### config.mk
export PLATFORM = sky130hd
export DESIGN_NAME = text_area_write_ctrl
export DESIGN_NICKNAME = d
export VERILOG_FILES = /design/src/rtl/text_area_pkg.sv /design/src/rtl/text_cursor_counter.sv /design/src/rtl/text_area_write_ctrl.sv
export SDC_FILE = /design/constraint.sdc
export NUM_CORES = 1
export LEC_CHECK = 0
export CELL_PAD_IN_SITES_DETAIL_PLACEMENT = 2
export CELL_PAD_IN_SITES_GLOBAL_PLACEMENT = 2
export CORE_MARGIN = 2
export CORE_UTILIZATION = 30
export DETAILED_ROUTE_END_ITERATION = 6
export PLACE_DENSITY = 0.85
export SYNTH_ARGS = -nofsm -noshare
export SYNTH_HDL_FRONTEND = slang
export SYNTH_HIERARCHICAL = 1
export SYNTH_SLANG_ARGS = --single-unit
### constraint.sdc
create_clock -name clk -period 3.05 [get_ports clk]
set_input_delay 0.305 -clock clk [delete_from_list [all_inputs] [get_ports clk]]
set_output_delay 0.305 -clock clk [all_outputs]
set_load 0.01 [all_outputs]
### src/rtl/text_area_pkg.sv
// Shared widths, control characters and FSM state type for the text area write path.
// TEXT_BACKSPACE_EN (see text_area_write_ctrl) relies on ASCII_BS defined here.
package text_area_pkg;

    localparam int TA_ADDR_W = 13;
    localparam int TA_DATA_W = 16;
    localparam int COL_W     = 7;
    localparam int LINE_W    = 6;

    localparam logic [7:0] ASCII_CR = 8'h0D;
    localparam logic [7:0] ASCII_LF = 8'h0A;
    localparam logic [7:0] ASCII_BS = 8'h08;

    typedef enum logic {
        IDLE  = 1'b0,
        CLEAR = 1'b1
    } ta_state_e;

endpackage

### src/rtl/text_cursor_counter.sv
// Column/line position register with advance, newline, carriage return, back and zero controls.
// Wraps at COLS-1 / ROWS-1; the *_next_o outputs expose the position being loaded this cycle.
module text_cursor_counter
    import text_area_pkg::*;
#(
    parameter int COLS = 80,
    parameter int ROWS = 60
) (
    input  logic              clk,
    input  logic              rst_n,
    input  logic              zero_i,
    input  logic              newline_i,
    input  logic              cr_i,
    input  logic              back_i,
    input  logic              advance_i,
    output logic [COL_W-1:0]  col_o,
    output logic [LINE_W-1:0] line_o,
    output logic [COL_W-1:0]  col_next_o,
    output logic [LINE_W-1:0] line_next_o
);

    localparam logic [COL_W-1:0]  COL_LAST  = COL_W'(COLS - 1);
    localparam logic [LINE_W-1:0] LINE_LAST = LINE_W'(ROWS - 1);

    logic [COL_W-1:0]  col_q, col_d;
    logic [LINE_W-1:0] line_q, line_d;
    logic [LINE_W-1:0] line_inc;

    assign line_inc = (line_q == LINE_LAST) ? '0 : line_q + 1'b1;

    // Controls are mutually exclusive in practice; priority only matters for zero.
    always_comb begin
        col_d  = col_q;
        line_d = line_q;
        if (zero_i) begin
            col_d  = '0;
            line_d = '0;
        end else if (newline_i) begin
            col_d  = '0;
            line_d = line_inc;
        end else if (cr_i) begin
            col_d = '0;
        end else if (back_i) begin
            if (col_q != '0) begin
                col_d = col_q - 1'b1;
            end else if (line_q != '0) begin
                col_d  = COL_LAST;
                line_d = line_q - 1'b1;
            end
        end else if (advance_i) begin
            if (col_q == COL_LAST) begin
                col_d  = '0;
                line_d = line_inc;
            end else begin
                col_d = col_q + 1'b1;
            end
        end
    end

    always_ff @(posedge clk or negedge rst_n) begin
        if (!rst_n) begin
            col_q  <= '0;
            line_q <= '0;
        end else begin
            col_q  <= col_d;
            line_q <= line_d;
        end
    end

    assign col_o       = col_q;
    assign line_o      = line_q;
    assign col_next_o  = col_d;
    assign line_next_o = line_d;

endmodule

### src/rtl/text_area_write_ctrl.sv
// Port-B write controller for the text area: cursor-driven character writes and full-screen clear.
// Define TEXT_BACKSPACE_EN to make 0x08 a destructive backspace instead of a printable glyph.
//
// state | meaning
// IDLE  | accepts characters; a clear request moves to CLEAR next cycle
// CLEAR | writes one blank cell per cycle over every visible cell, then homes the cursor
module text_area_write_ctrl
    import text_area_pkg::*;
#(
    parameter int         COLS        = 80,
    parameter int         ROWS        = 60,
    parameter logic [7:0] BLANK_CHAR  = 8'h20,
    parameter logic [7:0] CLEAR_COLOR = 8'h07
) (
    input  logic                 clk,
    input  logic                 rst_n,
    input  logic                 char_valid,
    output logic                 char_ready,
    input  logic [7:0]           char_ascii,
    input  logic [7:0]           char_color,
    input  logic                 clear_req,
    output logic                 busy,
    output logic                 mem_we,
    output logic [TA_ADDR_W-1:0] mem_addr,
    output logic [TA_DATA_W-1:0] mem_din,
    output logic [COL_W-1:0]     cursor_col,
    output logic [LINE_W-1:0]    cursor_line
);

    ta_state_e             state_q;
    logic                  busy_q;
    logic                  ready_q;
    logic                  mem_we_q;
    logic [TA_ADDR_W-1:0]  mem_addr_q;
    logic [TA_DATA_W-1:0]  mem_din_q;

    logic                  is_cr, is_lf, is_bs, is_print;
    logic                  accept;
    logic                  scan_last;
    logic [COL_W-1:0]      cur_col_nxt, scan_col, scan_col_nxt;
    logic [LINE_W-1:0]     cur_line_nxt, scan_line, scan_line_nxt;
    logic [TA_ADDR_W-1:0]  wr_addr;

    assign is_cr = (char_ascii == ASCII_CR);
    assign is_lf = (char_ascii == ASCII_LF);
`ifdef TEXT_BACKSPACE_EN
    assign is_bs = (char_ascii == ASCII_BS);
`else
    assign is_bs = 1'b0;
`endif
    assign is_print = ~is_cr & ~is_lf & ~is_bs;

    // A same-cycle clear request must block the character, so it gates the registered ready.
    assign char_ready = ready_q & ~clear_req;
    assign accept     = char_valid & char_ready;

    // Backspace writes at the position the cursor is moving to; everything else at the current one.
    assign wr_addr = is_bs ? {cur_line_nxt, cur_col_nxt} : {cursor_line, cursor_col};

    // The scan only returns to (0,0) when stepping off the final visible cell.
    assign scan_last = (state_q == CLEAR) && (scan_col_nxt == '0) && (scan_line_nxt == '0);

    text_cursor_counter #(.COLS(COLS), .ROWS(ROWS)) u_cursor (
        .clk         (clk),
        .rst_n       (rst_n),
        .zero_i      (scan_last),
        .newline_i   (accept & is_lf),
        .cr_i        (accept & is_cr),
        .back_i      (accept & is_bs),
        .advance_i   (accept & is_print),
        .col_o       (cursor_col),
        .line_o      (cursor_line),
        .col_next_o  (cur_col_nxt),
        .line_next_o (cur_line_nxt)
    );

    text_cursor_counter #(.COLS(COLS), .ROWS(ROWS)) u_scan (
        .clk         (clk),
        .rst_n       (rst_n),
        .zero_i      ((state_q == IDLE) & clear_req),
        .newline_i   (1'b0),
        .cr_i        (1'b0),
        .back_i      (1'b0),
        .advance_i   (state_q == CLEAR),
        .col_o       (scan_col),
        .line_o      (scan_line),
        .col_next_o  (scan_col_nxt),
        .line_next_o (scan_line_nxt)
    );

    // busy stays high through the registered final clear write, releasing one cycle after CLEAR ends.
    always_ff @(posedge clk or negedge rst_n) begin
        if (!rst_n) begin
            state_q    <= IDLE;
            busy_q     <= 1'b0;
            ready_q    <= 1'b1;
            mem_we_q   <= 1'b0;
            mem_addr_q <= '0;
            mem_din_q  <= '0;
        end else begin
            mem_we_q <= 1'b0;
            unique case (state_q)
                IDLE: begin
                    busy_q  <= 1'b0;
                    ready_q <= 1'b1;
                    if (clear_req) begin
                        state_q <= CLEAR;
                        busy_q  <= 1'b1;
                        ready_q <= 1'b0;
                    end else if (accept && (is_print || is_bs)) begin
                        mem_we_q   <= 1'b1;
                        mem_addr_q <= wr_addr;
                        mem_din_q  <= {char_color, (is_bs ? BLANK_CHAR : char_ascii)};
                    end
                end
                CLEAR: begin
                    mem_we_q   <= 1'b1;
                    mem_addr_q <= {scan_line, scan_col};
                    mem_din_q  <= {CLEAR_COLOR, BLANK_CHAR};
                    if (scan_last) begin
                        state_q <= IDLE;
                    end
                end
                default: state_q <= IDLE;
            endcase
        end
    end

    assign busy     = busy_q;
    assign mem_we   = mem_we_q;
    assign mem_addr = mem_addr_q;
    assign mem_din  = mem_din_q;

endmodule

# --- After elaboration in Yosys (flattened, before gate mapping) ---
# Cells that the tools add are included.
op_classes:
  n_reduce_logical: 10
  n_shift: 0
  n_mul: 0
  div: 0
  n_lt_le_gt_ge: 0
  bitwise: 11
  addsub: 4
  eq_ne: 9
  n_mux: 31
ops:
  columns: ["cell", "count"]
  rows:
  - ["2-to-1 mux 6 bit", 10]
  - ["2-to-1 mux 7 bit", 8]
  - ["2-to-1 mux 16 bit", 2]
  - ["one-hot mux 16 bit (2 select lines)", 1]
  - ["2-to-1 mux 13 bit", 2]
  - ["one-hot mux 13 bit (2 select lines)", 1]
  - ["equality test 8 x 4 -> 1 bit (second input constant)", 2]
  - ["adder 7 x 1 -> 7 bit (second input constant)", 2]
  - ["equality test 7 bit (second input constant)", 2]
  - ["adder 6 x 1 -> 6 bit (second input constant)", 2]
  - ["equality test 6 bit (second input constant)", 2]
  - ["bitwise AND 1 bit", 7]
  - ["zero test 7 bit", 1]
  - ["zero test 6 bit", 1]
  - ["nonzero test 3 bit", 2]
  - ["2-to-1 mux 1 bit", 5]
  - ["NOT 1 bit", 4]
  - ["one-hot mux 1 bit (2 select lines)", 2]
  - ["nonzero test 4 bit", 1]
  - ["logical AND 1 bit", 3]
  - ["!= test 3 x 2 -> 1 bit (second input constant)", 1]
  - ["AND reduction 3 bit", 1]
  - ["!= test 2 x 1 -> 1 bit (second input constant)", 1]
  - ["!= test 2 bit (second input constant)", 1]
  - ["AND reduction 2 bit", 1]
word_totals:
  ramBits: 0
  n_memories: 0
  latchBits: 0
  ff_bits: 59
  romBits: 0
  inputBits: 20
  word_cells: 75
  output_inout_bits: 45

# --- Depth between registers and ports, before layout ---
logic_depth:
  word_depth: 9
  mapped_depth: 15
  ltp_nobuf: 13

# --- Modules after synthesis ---
# Netlist, hierarchy kept.
modules_own_cells:
  columns: ["mod", "instances", "seq_area_each_um2", "area_per_inst_um2", "cells_each"]
  rows:
  - ["text_area_write_ctrl", 1, 827.0, 1579.0, 159]
  - ["text_cursor_counter (u_cursor)", 1, 325.3, 1408.9, 186]
  - ["text_cursor_counter (u_scan)", 1, 325.3, 1392.6, 172]

# --- Worst setup path after synthesis ---
# OpenSTA, ideal clock, no wires.
synth_timing:
  kind: "register -> register"
  start: "register state_q"
  end: "register u_cursor.col_q[6], in the netlist u_cursor/col_o[6]"
  stages_incl_launch_ff: 12
  n_path_buf: 4
  setup_slack_ps: -20
  setup_ps: 132
  required_ps: 2918
  arrival_ps: 2937
  period_less_slack_ps: 3070
  path_cell_list: "dfrtp_1 -> clkbuf_1 -> nor2b_1 -> or3_1 -> buf_1 -> a311oi_1 -> or4_1 -> nor4_1 -> clkbuf_1 -> or3_1 -> buf_1 -> a211oi_1"
synth_via:
  elab_chain_cells: 7
  word_cells_on_any_way: 12
  cone_classes: "mux (5); bitwise (2); reduce/logical (5)"
synth_lines:
  columns: ["item", "line_no", "rtl"]
  rows:
  - ["from (decl)", "text_area_write_ctrl.sv:30", "ta_state_e state_q;"]
  - ["from (signal assigned)", "text_area_write_ctrl.sv:94", "state_q <= IDLE;"]
  - ["from (signal assigned)", "text_area_write_ctrl.sv:107", "state_q <= CLEAR;"]
  - ["from (signal assigned)", "text_area_write_ctrl.sv:121", "state_q <= IDLE;"]
  - ["NOT 1 bit", null, null]
  - ["bitwise AND 1 bit", "text_area_write_ctrl.sv:80", ".zero_i ((state_q == IDLE) & clear_req),"]
  - ["2-to-1 mux 7 bit (*)", "text_cursor_counter.sv:35", "if (zero_i) begin"]
  - ["named net scan_col_nxt[0]", "text_area_write_ctrl.sv:40", "logic [COL_W-1:0] cur_col_nxt, scan_col, scan_col_nxt;"]
  - ["zero test 7 bit (*)", "text_area_write_ctrl.sv:61", "assign scan_last = (state_q == CLEAR) && (scan_col_nxt == '0) && (scan_line_nxt == '0);"]
  - ["logical AND 1 bit (*) (2 in series)", "text_area_write_ctrl.sv:61", null]
  - ["named net scan_last", "text_area_write_ctrl.sv:39", "logic scan_last;"]
  - ["2-to-1 mux 7 bit (*)", "text_cursor_counter.sv:35", null]
  - ["named net cur_col_nxt[6]", "text_area_write_ctrl.sv:40", null]
  - ["to (signal assigned)", "text_cursor_counter.sv:65", "col_q <= col_d;"]
  - ["to (decl)", "text_cursor_counter.sv:25", "logic [COL_W-1:0] col_q, col_d;"]
# The timed path passes the listed nets; every way through them passes the cells marked *.
# A chain may end at the register's enable or synchronous reset.

# --- Worst setup path after layout ---
layout_timing:
  start: "register u_scan.col_q[0], in the netlist u_scan/col_o[0]"
  end: "register u_cursor.col_q[2], in the netlist u_cursor/col_o[2]"
layout_via:
  word_cells_on_any_way: 14
  cone_classes: "add/sub (1); eq/ne (1); mux (7); reduce/logical (5)"
layout_lines:
  columns: ["item", "line_no", "rtl"]
  rows:
  - ["from (decl)", "text_cursor_counter.sv:25", null]
  - ["from (signal assigned)", "text_cursor_counter.sv:65", null]
  - ["equality test 7 bit", "text_cursor_counter.sv:51", "if (col_q == COL_LAST) begin"]
  - ["2-to-1 mux 6 bit", "text_cursor_counter.sv:51", null]
  - ["2-to-1 mux 6 bit", "text_cursor_counter.sv:50", "end else if (advance_i) begin"]
  - ["2-to-1 mux 6 bit", "text_cursor_counter.sv:35", null]
  - ["named net scan_line_nxt[3]", "text_area_write_ctrl.sv:41", "logic [LINE_W-1:0] cur_line_nxt, scan_line, scan_line_nxt;"]
  - ["zero test 6 bit", "text_area_write_ctrl.sv:61", null]
  - ["logical AND 1 bit", "text_area_write_ctrl.sv:61", null]
  - ["named net scan_last", "text_area_write_ctrl.sv:39", null]
  - ["2-to-1 mux 7 bit", "text_cursor_counter.sv:35", null]
  - ["named net cur_col_nxt[2]", "text_area_write_ctrl.sv:40", null]
# The timed path passes the listed nets, and every way through them passes these cells.

==> impl_metrics.csv <==
group,metric,value,unit
synthesis,synth_area,4380,um^2
floorplanning,initial_core_util,30.4,%
power,worst_ir_drop_vdd,358,uV
timing,worstMarginPinSlew,0.794,ns
timing,slew-limit-headroom,47.1,%
cts,cts_tree,"done",
route,drtPass1Iterations,5,
global_route,grt_pass1_vias,5212,
worst_setup_path,crit_path_max_incr_delay,0.45,ns
cells_and_area,areaGrowthSynthToFinish,32.0,%
placed_design,gp_congestion,0.872,
worst_setup_path,critPathArrivalTime,3.30,ns
cells_and_area,fillers,1586,
cells_and_area,finalNetCount,628,
synthesis,synth-compound-area-share,29.4,%
synthesis,synth-xor-area-share,1.20,%
synthesis,ys_seq_elements,59,
synthesis,synthCells,517,
cells_and_area,postLayoutCoreUtil,40.1,%
cts,clock_sinks,59,
worst_setup_path,crit_top_cell,"nor4_2",
timing,timing.final.crit_share,100,%
cells_and_area,layout_common_cells,"clkdlybuf4s50_1, dfrtp_1, nor2_1, buf_4, a21oi_1",
synthesis,synth_top_family_by_area,"compound AO/OA/AOI/OAI gates",
synthesis,synthAdderAreaFrac,2.86,%
global_route,gr-usage-all-layers,25.3,%
timing,tns,-0.0152,ns
floorplanning,die_width,125,um
worst_setup_path,critPathLaunchType,"register",
cts,cts.reportedPaths.clkPinSlew,0.06,ns
timing,setup_slack,-0.0152,ns
route,first_iter_violations,450,
synthesis,synth.yosys.seq_area_share,33.7,%
worst_setup_path,crit_fanout,7,
route,routed_via_density,6.08,
global_route,overflow,0,
placed_design,placed_area,5320,um^2
cells_and_area,seqCellArea,1490,um^2
route,drt-total-wl,19900,um
global_route,antenna_found_initial,0,
placed_design,place_ws,-0.146,ns
synthesis,synth_mux_area_share,3.57,%
synthesis,synth-edff-count,0,
route,post_drt_wl_per_cell,25.3,um
outcome,violations,"setup timing",
worst_setup_path,cp.required,3.28,ns
route,vias,4787,
cts,cts_buffer_depth,2,
placed_design,io_buffers,64,
worst_setup_path,path_class,"reg2reg",
cts,insertion_delay,0.34,ns
route,ant_nets,0,
timing,timing.fmax,326,MHz
timing,whs,0.432,ns
run,maxCapViolations,0,
floorplanning,std_cell_rows,44,
timing,final-setup-viol-count,1,
synthesis,yosysWarnings,6,
cells_and_area,layout_commonest_cell,"clkdlybuf4s50_1",
worst_setup_path,cp-end-kind,"register",
worst_setup_path,critical_path.cell_chain,"ha_2 > and4_4 > nand2_2 > o311ai_0 > o21ai_0 > o22ai_1 > nor4_2 > nand2_1 > nor4_2 > buf_4 > or3_4 > a211oi_1",
global_route,grt_pass1_wl,31200,um
cells_and_area,design_area,5780,um^2
power,leakagePower,2.20,nW
synthesis,async_reset_ff_share,100,%
timing,skew,0.00931,ns
cts,cts_max_level,3,
outcome,outcome,"finished, violations left",
cells_and_area,multiInputGateArea,2710,um^2
floorplanning,core_area,14400,um^2
route,drc,0,
synthesis,synth.distinct_cells,79,
worst_setup_path,slowest_stage,"o311ai_0",
power,power_density,916,nW/um^2
floorplanning,die-area,15600,um^2
floorplanning,fp.dieH,125,um
synthesis,syn_avg_cell_area,8.47,um^2
global_route,grt_max_degree,46,
cts,cts_root_buf,"clkbuf_16",
floorplanning,ios,65,
cells_and_area,final_layout_size_suffix_gt1_share,18.1,%
synthesis,yosys.area_share.simple,21.8,%
worst_hold_path,hp-class,"in2async",
cts,numCtsBuffers,9,
cells_and_area,n_antenna_cell,0,
timing,slew_viol_final,0,
timing,hold_violations,0,
synthesis,ys.flop_type,"dfrtp_1",
placed_design,dp_hpwl,13500,um
timing,layout_min_cycle_time,3.07,ns
stage by stage:
stage	instances	total power [mW]
after floorplan	526	2.86
after global placement	764	3.77
after detailed placement	764	3.97
after CTS	784	5.15
after global routing	787	5.57
final	787	5.30
routing by layer:
layer  track usage (%)  vias up  wire length (um)
li1                  -     2102                 -
met1              30.8     2482              8240
met2              45.1      157             10300
met3              3.69       46               753
met4              9.48        0               611
met5                 0        -                 0
sequential cells by signal, summed over array words and instances (netlist names):
signal,count
busy,1
state_q,1
mem_din,16
u_scan/col_o,7
u_cursor/col_o,7
mem_addr,13
u_scan/line_o,6
u_cursor/line_o,6
ready_q,1
mem_we,1
cells in the mapped netlist (3+ instances only):
cell type	n	area, um^2
nand2b_1	6	37.5
nor2_1	40	150
a21oi_1	36	180
a2111oi_0	3	26.3
nand3_1	27	135
a21o_1	4	30.0
nand4_1	8	50.1
nand2_1	28	105
o21ai_0	21	105
ha_1	10	125
buf_1	5	18.8
and2_1	3	18.8
inv_1	24	90.1
a2bb2oi_1	13	114
nor2b_1	12	75.1
a41oi_1	4	35.0
o21ai_1	18	90.1
o211ai_1	3	22.5
o22ai_1	3	18.8
nor3_1	11	55.1
a221oi_1	7	61.3
a31oi_1	25	156
clkbuf_1	25	93.8
nor4_1	7	43.8
or3_1	7	43.8
mux2i_1	10	100
o311ai_0	3	26.3
xor2_1	5	43.8
buf_2	8	40.0
a221oi_2	3	45.0
mux2_2	4	45.0
dfrtp_1	58	1450
buf_6	6	67.6
a211oi_1	14	105
final timing paths:
kind / startpoint / end / slack, ns / cells after the start
max reg2reg: u_scan/col_o[0]$_DFF_PN0_ / u_cursor/col_o[2]$_DFF_PN0_ / -0.02 / 12
min reg2reg: busy$_DFFE_PN0N_ / busy$_DFFE_PN0N_ / 0.50 / 1
min: rst_n / u_cursor/line_o[5]$_DFF_PN0_ / 0.43 / 2
max in group asynchronous: rst_n / u_scan/line_o[0]$_DFF_PN0_ / 1.62 / 3
min in group clk: busy$_DFFE_PN0N_ / busy$_DFFE_PN0N_ / 0.50 / 1
max: u_scan/col_o[0]$_DFF_PN0_ / u_cursor/col_o[2]$_DFF_PN0_ / -0.02 / 12
area by class of cell:
type                       count  area share, %
clock buffer                   9           3.90
clock inverter                 7           1.34
inverter                      25           1.62
multi-input combinational    397           46.9
sequential                    59           25.7
tap                          184           3.98
timing repair buffer         106           16.6
logic make-up after synthesis:
kind of cell / Yosys count
buf+inv: 70
fa+ha+maj: 10
mux: 15
other cells: 1
compound gates: 183
xor+xnor: 6
simple gates: 173
flops: 59
critical path: cells and delay by family (launching register included):
| family | cells | cell delay, ns |
|---|---|---|
| AOI/OAI and AO/OA | 4 | 1.17 |
| adders and majority gates | 1 | 0.20 |
| buffers and inverters | 1 | 0.17 |
| DFF | 1 | 0.37 |
| and+or+nand+nor | 6 | 1.05 |
report_power, final:
group | switching (mW) | internal, mW | total, mW
Clock | 0.432 | 0.639 | 1.07
Sequential | 0.485 | 1.04 | 1.52
Combinational | 1.54 | 1.16 | 2.70
timing repair:
| action | CTS | global route |
|---|---|---|
| endpoints found under the hold margin | 14 | 0 |
| pin swaps | 8 | 6 |
| endpoints found under the setup margin | 14 | 14 |
| buffers inserted | 3 | 3 |
| hold buffers | 1 | 0 |
| cloned | 0 | 0 |
| gates resized for setup | 14 | 15 |
Power figures use the tool's default switching activity.
